<file path="src/rtl/mem_port_arbiter.sv">
// Round-robin arbiter sharing one single-port, registered-read memory between
// an instruction-fetch port (read-only) and a load/store port (read/write).
module mem_port_arbiter #(
  parameter  int MEM_DEPTH   = 8,
  parameter  int DATA_WIDTH  = 32,
  parameter  int MEM_LATENCY = 1,
  localparam int ADDR_WIDTH  = $clog2(MEM_DEPTH)
) (
  input  logic                  clk,
  input  logic                  reset,
  input  logic                  p0_req,
  input  logic [ADDR_WIDTH-1:0] p0_addr,
  output logic                  p0_gnt,
  output logic                  p0_rvalid,
  output logic [DATA_WIDTH-1:0] p0_rdata,
  input  logic                  p1_req,
  input  logic                  p1_we,
  input  logic [ADDR_WIDTH-1:0] p1_addr,
  input  logic [DATA_WIDTH-1:0] p1_wdata,
  output logic                  p1_gnt,
  output logic                  p1_rvalid,
  output logic [DATA_WIDTH-1:0] p1_rdata,
  output logic                  mem_req_valid,
  output logic                  mem_we,
  output logic [ADDR_WIDTH-1:0] mem_addr,
  output logic [DATA_WIDTH-1:0] mem_wdata,
  input  logic [DATA_WIDTH-1:0] mem_rdata,
  output logic                  busy
);

  localparam int WCNT_W = $clog2(MEM_LATENCY + 1);

  typedef enum logic [1:0] {IDLE, ISSUE, WAIT, RESP} state_t;

  state_t                state_q, state_d;
  logic [WCNT_W-1:0]     wcnt_q, wcnt_d;
  logic                  last_q, last_d;
  logic                  hold_id_q, hold_id_d;
  logic                  hold_we_q, hold_we_d;
  logic                  p0_gnt_q, p0_gnt_d;
  logic                  p1_gnt_q, p1_gnt_d;
  logic                  p0_rvalid_q, p0_rvalid_d;
  logic                  p1_rvalid_q, p1_rvalid_d;
  logic [DATA_WIDTH-1:0] p0_rdata_q, p0_rdata_d;
  logic [DATA_WIDTH-1:0] p1_rdata_q, p1_rdata_d;
  logic                  mem_req_valid_q, mem_req_valid_d;
  logic                  mem_we_q, mem_we_d;
  logic [ADDR_WIDTH-1:0] mem_addr_q, mem_addr_d;
  logic [DATA_WIDTH-1:0] mem_wdata_q, mem_wdata_d;
  logic                  busy_q, busy_d;

  logic req_any;
  logic win;

  assign req_any = p0_req | p1_req;
  // On a tie the port that was not granted last wins.
  assign win     = (p0_req & p1_req) ? ~last_q : p1_req;

  always_comb begin
    state_d         = state_q;
    wcnt_d          = wcnt_q;
    last_d          = last_q;
    hold_id_d       = hold_id_q;
    hold_we_d       = hold_we_q;
    p0_gnt_d        = 1'b0;
    p1_gnt_d        = 1'b0;
    p0_rvalid_d     = 1'b0;
    p1_rvalid_d     = 1'b0;
    p0_rdata_d      = p0_rdata_q;
    p1_rdata_d      = p1_rdata_q;
    mem_req_valid_d = 1'b0;
    mem_we_d        = 1'b0;
    mem_addr_d      = '0;
    mem_wdata_d     = '0;

    unique case (state_q)
      IDLE, RESP: begin
        if (req_any) begin
          state_d         = ISSUE;
          last_d          = win;
          hold_id_d       = win;
          hold_we_d       = win & p1_we;
          p0_gnt_d        = ~win;
          p1_gnt_d        = win;
          mem_req_valid_d = 1'b1;
          mem_we_d        = win & p1_we;
          mem_addr_d      = win ? p1_addr : p0_addr;
          mem_wdata_d     = win ? p1_wdata : '0;
        end else begin
          state_d = IDLE;
        end
      end
      ISSUE: begin
        state_d = WAIT;
        wcnt_d  = WCNT_W'(MEM_LATENCY - 1);
      end
      WAIT: begin
        if (wcnt_q == '0) begin
          state_d     = RESP;
          p0_rvalid_d = ~hold_id_q;
          p1_rvalid_d = hold_id_q;
          if (!hold_we_q) begin
            if (hold_id_q) p1_rdata_d = mem_rdata;
            else           p0_rdata_d = mem_rdata;
          end
        end else begin
          wcnt_d = wcnt_q - WCNT_W'(1);
        end
      end
      default: state_d = IDLE;
    endcase

    busy_d = (state_d != IDLE);
  end

  always_ff @(posedge clk) begin
    if (reset) begin
      state_q         <= IDLE;
      wcnt_q          <= '0;
      last_q          <= 1'b1;
      hold_id_q       <= 1'b0;
      hold_we_q       <= 1'b0;
      p0_gnt_q        <= 1'b0;
      p1_gnt_q        <= 1'b0;
      p0_rvalid_q     <= 1'b0;
      p1_rvalid_q     <= 1'b0;
      p0_rdata_q      <= '0;
      p1_rdata_q      <= '0;
      mem_req_valid_q <= 1'b0;
      mem_we_q        <= 1'b0;
      mem_addr_q      <= '0;
      mem_wdata_q     <= '0;
      busy_q          <= 1'b0;
    end else begin
      state_q         <= state_d;
      wcnt_q          <= wcnt_d;
      last_q          <= last_d;
      hold_id_q       <= hold_id_d;
      hold_we_q       <= hold_we_d;
      p0_gnt_q        <= p0_gnt_d;
      p1_gnt_q        <= p1_gnt_d;
      p0_rvalid_q     <= p0_rvalid_d;
      p1_rvalid_q     <= p1_rvalid_d;
      p0_rdata_q      <= p0_rdata_d;
      p1_rdata_q      <= p1_rdata_d;
      mem_req_valid_q <= mem_req_valid_d;
      mem_we_q        <= mem_we_d;
      mem_addr_q      <= mem_addr_d;
      mem_wdata_q     <= mem_wdata_d;
      busy_q          <= busy_d;
    end
  end

  assign p0_gnt        = p0_gnt_q;
  assign p1_gnt        = p1_gnt_q;
  assign p0_rvalid     = p0_rvalid_q;
  assign p1_rvalid     = p1_rvalid_q;
  assign p0_rdata      = p0_rdata_q;
  assign p1_rdata      = p1_rdata_q;
  assign mem_req_valid = mem_req_valid_q;
  assign mem_we        = mem_we_q;
  assign mem_addr      = mem_addr_q;
  assign mem_wdata     = mem_wdata_q;
  assign busy          = busy_q;

endmodule

</file>
<file path="config.mk">
export PLATFORM = sky130hd
export DESIGN_NAME = mem_port_arbiter
export DESIGN_NICKNAME = d
export VERILOG_FILES = /design/src/rtl/mem_port_arbiter.sv
export SDC_FILE = /design/constraint.sdc
export NUM_CORES = 1
export LEC_CHECK = 0
export BUFFER_PORTS_ARGS = -buffer_cell sky130_fd_sc_hd__buf_2
export CORE_MARGIN = 2
export CORE_UTILIZATION = 40
export CTS_CLUSTER_SIZE = 25
export DETAILED_ROUTE_END_ITERATION = 8
export PLACE_DENSITY = 0.72
export REMOVE_ABC_BUFFERS = 1
export SYNTH_ARGS = -nofsm -noshare
export SYNTH_HDL_FRONTEND = slang
export SYNTH_SLANG_ARGS = --single-unit
</file>
<file path="constraint.sdc">
create_clock -name clk -period 2.7 [get_ports clk]
set_clock_uncertainty 0.15 [all_clocks]
set_input_delay 0.405 -clock clk [delete_from_list [all_inputs] [get_ports clk]]
set_output_delay 0.405 -clock clk [all_outputs]
set_load 0.01 [all_outputs]
</file>
==> results.md, run 1 <==
- Most used routing layer: met2
- DR iter-0 viols: 84
- Vias in the first global route: 2817
- Detailed-route vias per instance: 4.61
- Total gr overflow: 0
- Tmin final: 2.08 ns
- Yosys warns: 0
- # fillers: 839
- Met1 Use GR: 20.8%
- Routed via count: 3097
- Multi-input gate area: 1230 sq um
- Final Max Tran Viols: 0
- Largest net degree at the start of global routing: 71
- Leak: 0.00226 uW
- Max Cap Violations: 0
- IO Count: 181
- DR DRC count: 0
- HPWL Detailed: 6460 um
- Met2 usage: 28.4%
- CP Class: flop to flop
- Routability Congestion: 0.840
- # rows: 34
- Worst R2R Path Depth: 5
- Crit share post-route: 76.9%
- Met3 Use GR: 7.94%
- WHS Path Cells: 2
- Clk buf depth: 2
- Seq/Total Area, Yosys: 61.7%
- Port bufs: 180
- Clock slew at reported path FFs: 0.10 ns
- Critical Path Sink Type: flop
- Core Footprint: 8720 sq um
- Maximum vdd drop: 0.000323 V
- WP data arrival: 2.20 ns
- RSZ-0062 raised after global routing: no
- # diodes: 0
- Per-cell routed wire length: 13.1 um
- Clock Latency Late Sink: 0.35 ns
- Netlist cell types: 28
- Worst EP required: 2.82 ns
- # H-tree levels: 3
- CTS root buf: clkbuf_8
- Number of setup buffers added after CTS: 0
- WL final: 8780 um
- Initial core utilization: 41.3%
- Flops & latches, synth: 111
- Clock sink count: 111
- P&R area growth vs syn: 32.2%
- Rel. slew slack: 26.6%
- CP startpoint kind: flop
- Die width: 98.9 um
- Final ANT Viol Nets: 0
- FF/Latch Area: 2220 sq um
- Hold_sp: p1_wdata[23]
- Final setup margin: 0.624 ns
- Worst Max-Slew Pin Slew: 1.10 ns
- Post-place setup slack: 0.659 ns
- CTS Hold Buffers Added: 0
- Setup_tns: 0 ns
- Syn Area/Cell: 9.21 sq um
- Flop2flop setup slack: 0.62 ns
- Fin. Hold Viols: 0
- Final setup violation count: 0
- Initial antenna violation count: 0
- Status: complete, no violations
- Global-route wire length before repair: 13500 um
- Worst min-delay path category: input port to flop
- Max Freq: 482 MHz
- Tot GR Track Use: 17.2%
- Worst flop-to-flop path endpoint: p0_rdata[4]$_SDFFE_PP0P_
- Pwr Density: 803 nW/um^2
- DRT Pass-1 Iters: 6
- CTS tree: done
- Layout cells sized above 1: 36.0%
- Worst hold path endpoint: mem_wdata[23]$_SDFF_PP0_
- # resized after CTS: 0
- Die span in y: 98.9 um
- Peak fanout along the critical path: 32
- Total CTS buffers: 9
- Crit Reg-Reg Startpoint: state_q[0]$_SDFF_PP0_
- Post-Syn Instances: 391
- Die ar.: 9770 sq um
- Cell Area, Synth: 3600 sq um
- Nets@finish: 637
==> where the power goes <==
group          switching [uW]  leakage [uW]  internal [uW]
clock                     541      0.000103            460
sequential                101      0.000901           1870
combinational             490       0.00126            363
==> how the worst max path moves through the flow <==
stage,slack (ns),startpoint,depth (start not counted),endpoint
after global placement,0.70,state_q[0]$_SDFF_PP0_,5,p0_rdata[7]$_SDFFE_PP0P_
after global routing,0.40,state_q[0]$_SDFF_PP0_,5,p0_rdata[22]$_SDFFE_PP0P_
after floorplan,0.72,state_q[0]$_SDFF_PP0_,5,p0_rdata[0]$_SDFFE_PP0P_
final,0.62,state_q[0]$_SDFF_PP0_,5,p0_rdata[4]$_SDFFE_PP0P_
after CTS,0.61,state_q[0]$_SDFF_PP0_,5,p0_rdata[4]$_SDFFE_PP0P_
after detailed placement,0.66,state_q[0]$_SDFF_PP0_,5,p0_rdata[4]$_SDFFE_PP0P_
==> stage by stage <==
step / utilization [%] / hold WS, ns / total power [uW] / cells / cell area, sq um
6_report: 54.6 / 0.0877 / 3820 / 672 / 4760
5_1_grt: 54.6 / 0.0655 / 4040 / 672 / 4760
4_1_cts: 54.6 / 0.0742 / 3870 / 672 / 4760
3_5_place_dp: 52.2 / 0.294 / 2870 / 657 / 4560
3_3_place_gp: 52.2 / 0.288 / 2850 / 657 / 4560
2_1_floorplan: - / 0.324 / 2440 / 365 / 3450
==> flip-flops by register name (all words and copies together), names as in the netlist, 2 cells and up <==
name,flops
mem_addr,3
mem_wdata,32
p0_rdata,32
p1_rdata,32
state_q,2
==> metal layers <==
metal,up-vias,share of wire (%)
met3,4,11
li1,1584,-
met4,0,0.46
met1,1362,42
met2,147,46
met5,-,0
==> synthesized netlist by cell type (all sizes together) <==
cell type / n / area, sq um
buf: 18 / 123
nand2b: 1 / 6.26
nor2b: 2 / 15.0
dfxtp: 111 / 2220
ha: 2 / 25.0
a21o: 2 / 15.0
and2: 33 / 206
nor2: 3 / 11.3
nand2: 129 / 484
or2: 1 / 6.26
a31oi: 1 / 6.26
or3b: 1 / 8.76
and3b: 2 / 17.5
clkbuf: 8 / 31.3
and3: 2 / 17.5
a21oi: 66 / 330
nand3b: 1 / 7.51
a22o: 4 / 35.0
o21a: 1 / 7.51
nor3b: 2 / 20.0
inv: 1 / 3.75
==> cells in the final DEF (no fill, tap or decap), types with 3 or more instances in the layout <==
cell and count:
a21oi_1 66, a22o_1 4, and2_1 33, buf_12 3
buf_2 180, clkbuf_8 10, dfxtp_1 111, nand2_1 129
nor2_1 3
==> area by class of cell <==
type / instances / area share [%]
flip-flops and latches: 111 / 46.7
repair buffers: 184 / 20.4
clock buffers: 10 / 2.89
clock inverters: 5 / 1.37
multi-input cells: 253 / 25.8
inverters: 1 / 0.0789
well taps: 108 / 2.84
==> critical path, stage by stage, from the launching register on <==
cell     delay (ns)
dfxtp_1        0.32
inv_1          0.05
ha_1           0.24
or3b_1         0.92
nand2_1        0.14
a21oi_1        0.17
==> cell families after synthesis <==
kind of cell / after synthesis / share of synthesized area, %
AO/OA/AOI/OAI: 74 / 10.9
flip-flops: 111 / 61.7
buffers and inverters: 27 / 4.38
AND/OR/NAND/NOR: 177 / 22.2
adder cells (fa/ha/maj): 2 / 0.695
Note: power is estimated with default switching activity, not from simulation.
==> run 2, diff against run 1 <==
==> constraint.sdc (replaced) <==
create_clock -name clk -period 2 [get_ports clk]
set_clock_uncertainty 0.15 [all_clocks]
set_input_delay 0.3 -clock clk [delete_from_list [all_inputs] [get_ports clk]]
set_output_delay 0.3 -clock clk [all_outputs]
set_load 0.01 [all_outputs]
==> run 2 against run 1 <==
Maximum frequency grew 17%. Sequential power up 36%. Worst hold slack lost 0.065 ns. Critical path type unchanged. Largest power group unchanged.
==> results.md, run 2 (synthesis gave the netlist of run 1 again) <==
- Status: complete, no violations
- Final setup violation count: 0
- # resized after CTS: 0
- Worst Max-Slew Pin Slew: 0.322 ns
- Most common cell after layout, fill and taps aside: buf_2
- # diodes: 0
- Worst R2R Path Depth: 5
- WL final: 10100 um
- Worst EP required: 2.16 ns
- Maximum vdd drop: 0.000402 V
- Clk buf depth: 2
- Final Max Tran Viols: 0
- NetSw: 1580 uW
- Worst flop-to-flop path endpoint: mem_wdata[9]$_SDFF_PP0_
- Post-Layout Cell Count: 713
- Worst hold path endpoint: mem_addr[1]$_SDFF_PP0_
- P&R area growth vs syn: 42.6%
- Routability Congestion: 0.781
- Final setup margin: 0.226 ns
- Number of setup buffers added after CTS: 0
- DR iter-0 viols: 98
- Tot GR Track Use: 20.5%
- WHS Path Cells: 2
- Die ar.: 9770 sq um
- Tmin final: 1.77 ns
- Detailed-route vias per instance: 4.72
- Setup_tns: 0 ns
- Clock slew at reported path FFs: 0.11 ns
- WP data arrival: 1.93 ns
- Die span in y: 98.9 um
- Largest net degree at the start of global routing: 71
- # fillers: 767
- Max Freq: 564 MHz
- CP startpoint kind: flop
- Die width: 98.9 um
- CTS tree: done
- Total gr overflow: 0
- Nets@finish: 677
- Most frequent cells in the layout: buf_2 (180), nand2_1 (129), dfxtp_1 (111), a21oi_1 (66), dlygate4sd3_1 (35)
- Sw Ratio: 29.9%
- Peak fanout along the critical path: 39
- Layout cells sized above 1: 34.5%
- Fin. Hold Viols: 0
- HPWL Detailed: 6600 um
- Dpl cells: 662
- Rel. slew slack: 78.5%
- Routed via count: 3364
- Total CTS buffers: 9
- IO Count: 181
- Initial antenna violation count: 0
- Final ANT Viol Nets: 0
- Max Cap Violations: 0
- Core Footprint: 8720 sq um
- Clock Latency Late Sink: 0.36 ns
- Post-route core utilization: 58.9%
- Internal Power: 3720 uW
- Comb power frac: 23.3%
- CTS Hold Buffers Added: 33
- Post-place setup slack: 0.278 ns
- Global-route wire length before repair: 15900 um
- Crit Reg-Reg Startpoint: state_q[0]$_SDFF_PP0_
- CTS root buf: clkbuf_8
- Critical Path Sink Type: flop
- Crit share post-route: 88.7%
- Per-cell routed wire length: 14.2 um
- # rows: 34
- Clock power share: 26.5%
- Pwr Density: 1030 nW/um^2
- Hold_ws: 0.0229 ns
- Clock sink count: 111
- Leak: 0.00243 uW
- # H-tree levels: 3
- Hold_sp: p0_addr[1]
- Worst min-delay path category: input port to flop
- Register share of total power: 50.3%
- Vias in the first global route: 3329
- DR DRC count: 0
- Flop2flop setup slack: 0.23 ns
- Port bufs: 180
- RSZ-0062 raised after global routing: no
- CP Class: flop to flop
- Initial core utilization: 41.3%
- DRT Pass-1 Iters: 4
## run 2: changes by cell type in the layout (fill, tap and decap cells not counted), sizes merged
cell / previous run / this run
inv: 3 / 2
buf: 184 / 189
clkinvlp: 0 / 1
dlygate4sd3: 0 / 35
clkbuf: 10 / 11
## run 2: how the worst max path moves through the flow
stage | start | to | cells after the start
3_3_place_gp | state_q[0]$_SDFF_PP0_ | hold_we_q$_SDFFE_PP0N_ | 5
6_report | state_q[0]$_SDFF_PP0_ | mem_wdata[9]$_SDFF_PP0_ | 5
3_5_place_dp | state_q[0]$_SDFF_PP0_ | mem_addr[1]$_SDFF_PP0_ | 5
2_1_floorplan | state_q[0]$_SDFF_PP0_ | p0_rdata[0]$_SDFFE_PP0P_ | 5
4_1_cts | state_q[0]$_SDFF_PP0_ | mem_addr[1]$_SDFF_PP0_ | 5
5_1_grt | state_q[0]$_SDFF_PP0_ | mem_wdata[24]$_SDFF_PP0_ | 5
## run 2: critical path: stages, from the launching register on
cell	delay [ns]
dfxtp_1	0.32
inv_1	0.05
ha_1	0.37
nor2b_2	0.21
and3_4	0.41
and2_1	0.19
## run 2: final cells by class
type	count	area, sq um	area share, %
Multi-Input combinational cell	253	1230	23.9
Sequential cell	111	2220	43.3
Timing Repair Buffer	224	1330	25.9
Clock inverter	5	63.8	1.24
Tap cell	108	135	2.63
Inverter	1	3.75	0.0731
Clock buffer	11	151	2.95
## run 2: metrics by stage
stage               area (sq um)  total power [uW]
global route                5130              5600
CTS                         5110              5340
floorplan                   3450              3290
finish                      5130              5300
detailed placement          4570              3890
global placement            4570              3860
## run 2: power groups by stage
| stage | clock network [uW] | registers [uW] | logic, uW |
|---|---|---|---|
| 6_report | 1400 | 2670 | 1230 |
| 5_1_grt | 1530 | 2700 | 1370 |
| 4_1_cts | 1440 | 2670 | 1230 |
| 3_5_place_dp | 0 | 2710 | 1180 |
| 3_3_place_gp | 0 | 2700 | 1160 |
| 2_1_floorplan | 0 | 2840 | 448 |
## run 2: layer usage
metal / GRT usage [%] / vias up / wire length [um] / part of all wire (%)
met1: 23.6 / 1527 / 4240 / 42
met3: 8.94 / 14 / 1110 / 11
li1: - / 1665 / - / -
met2: 34.7 / 158 / 4610 / 46
met4: 5.58 / 0 / 141 / 1.4
met5: 0 / - / 0 / 0
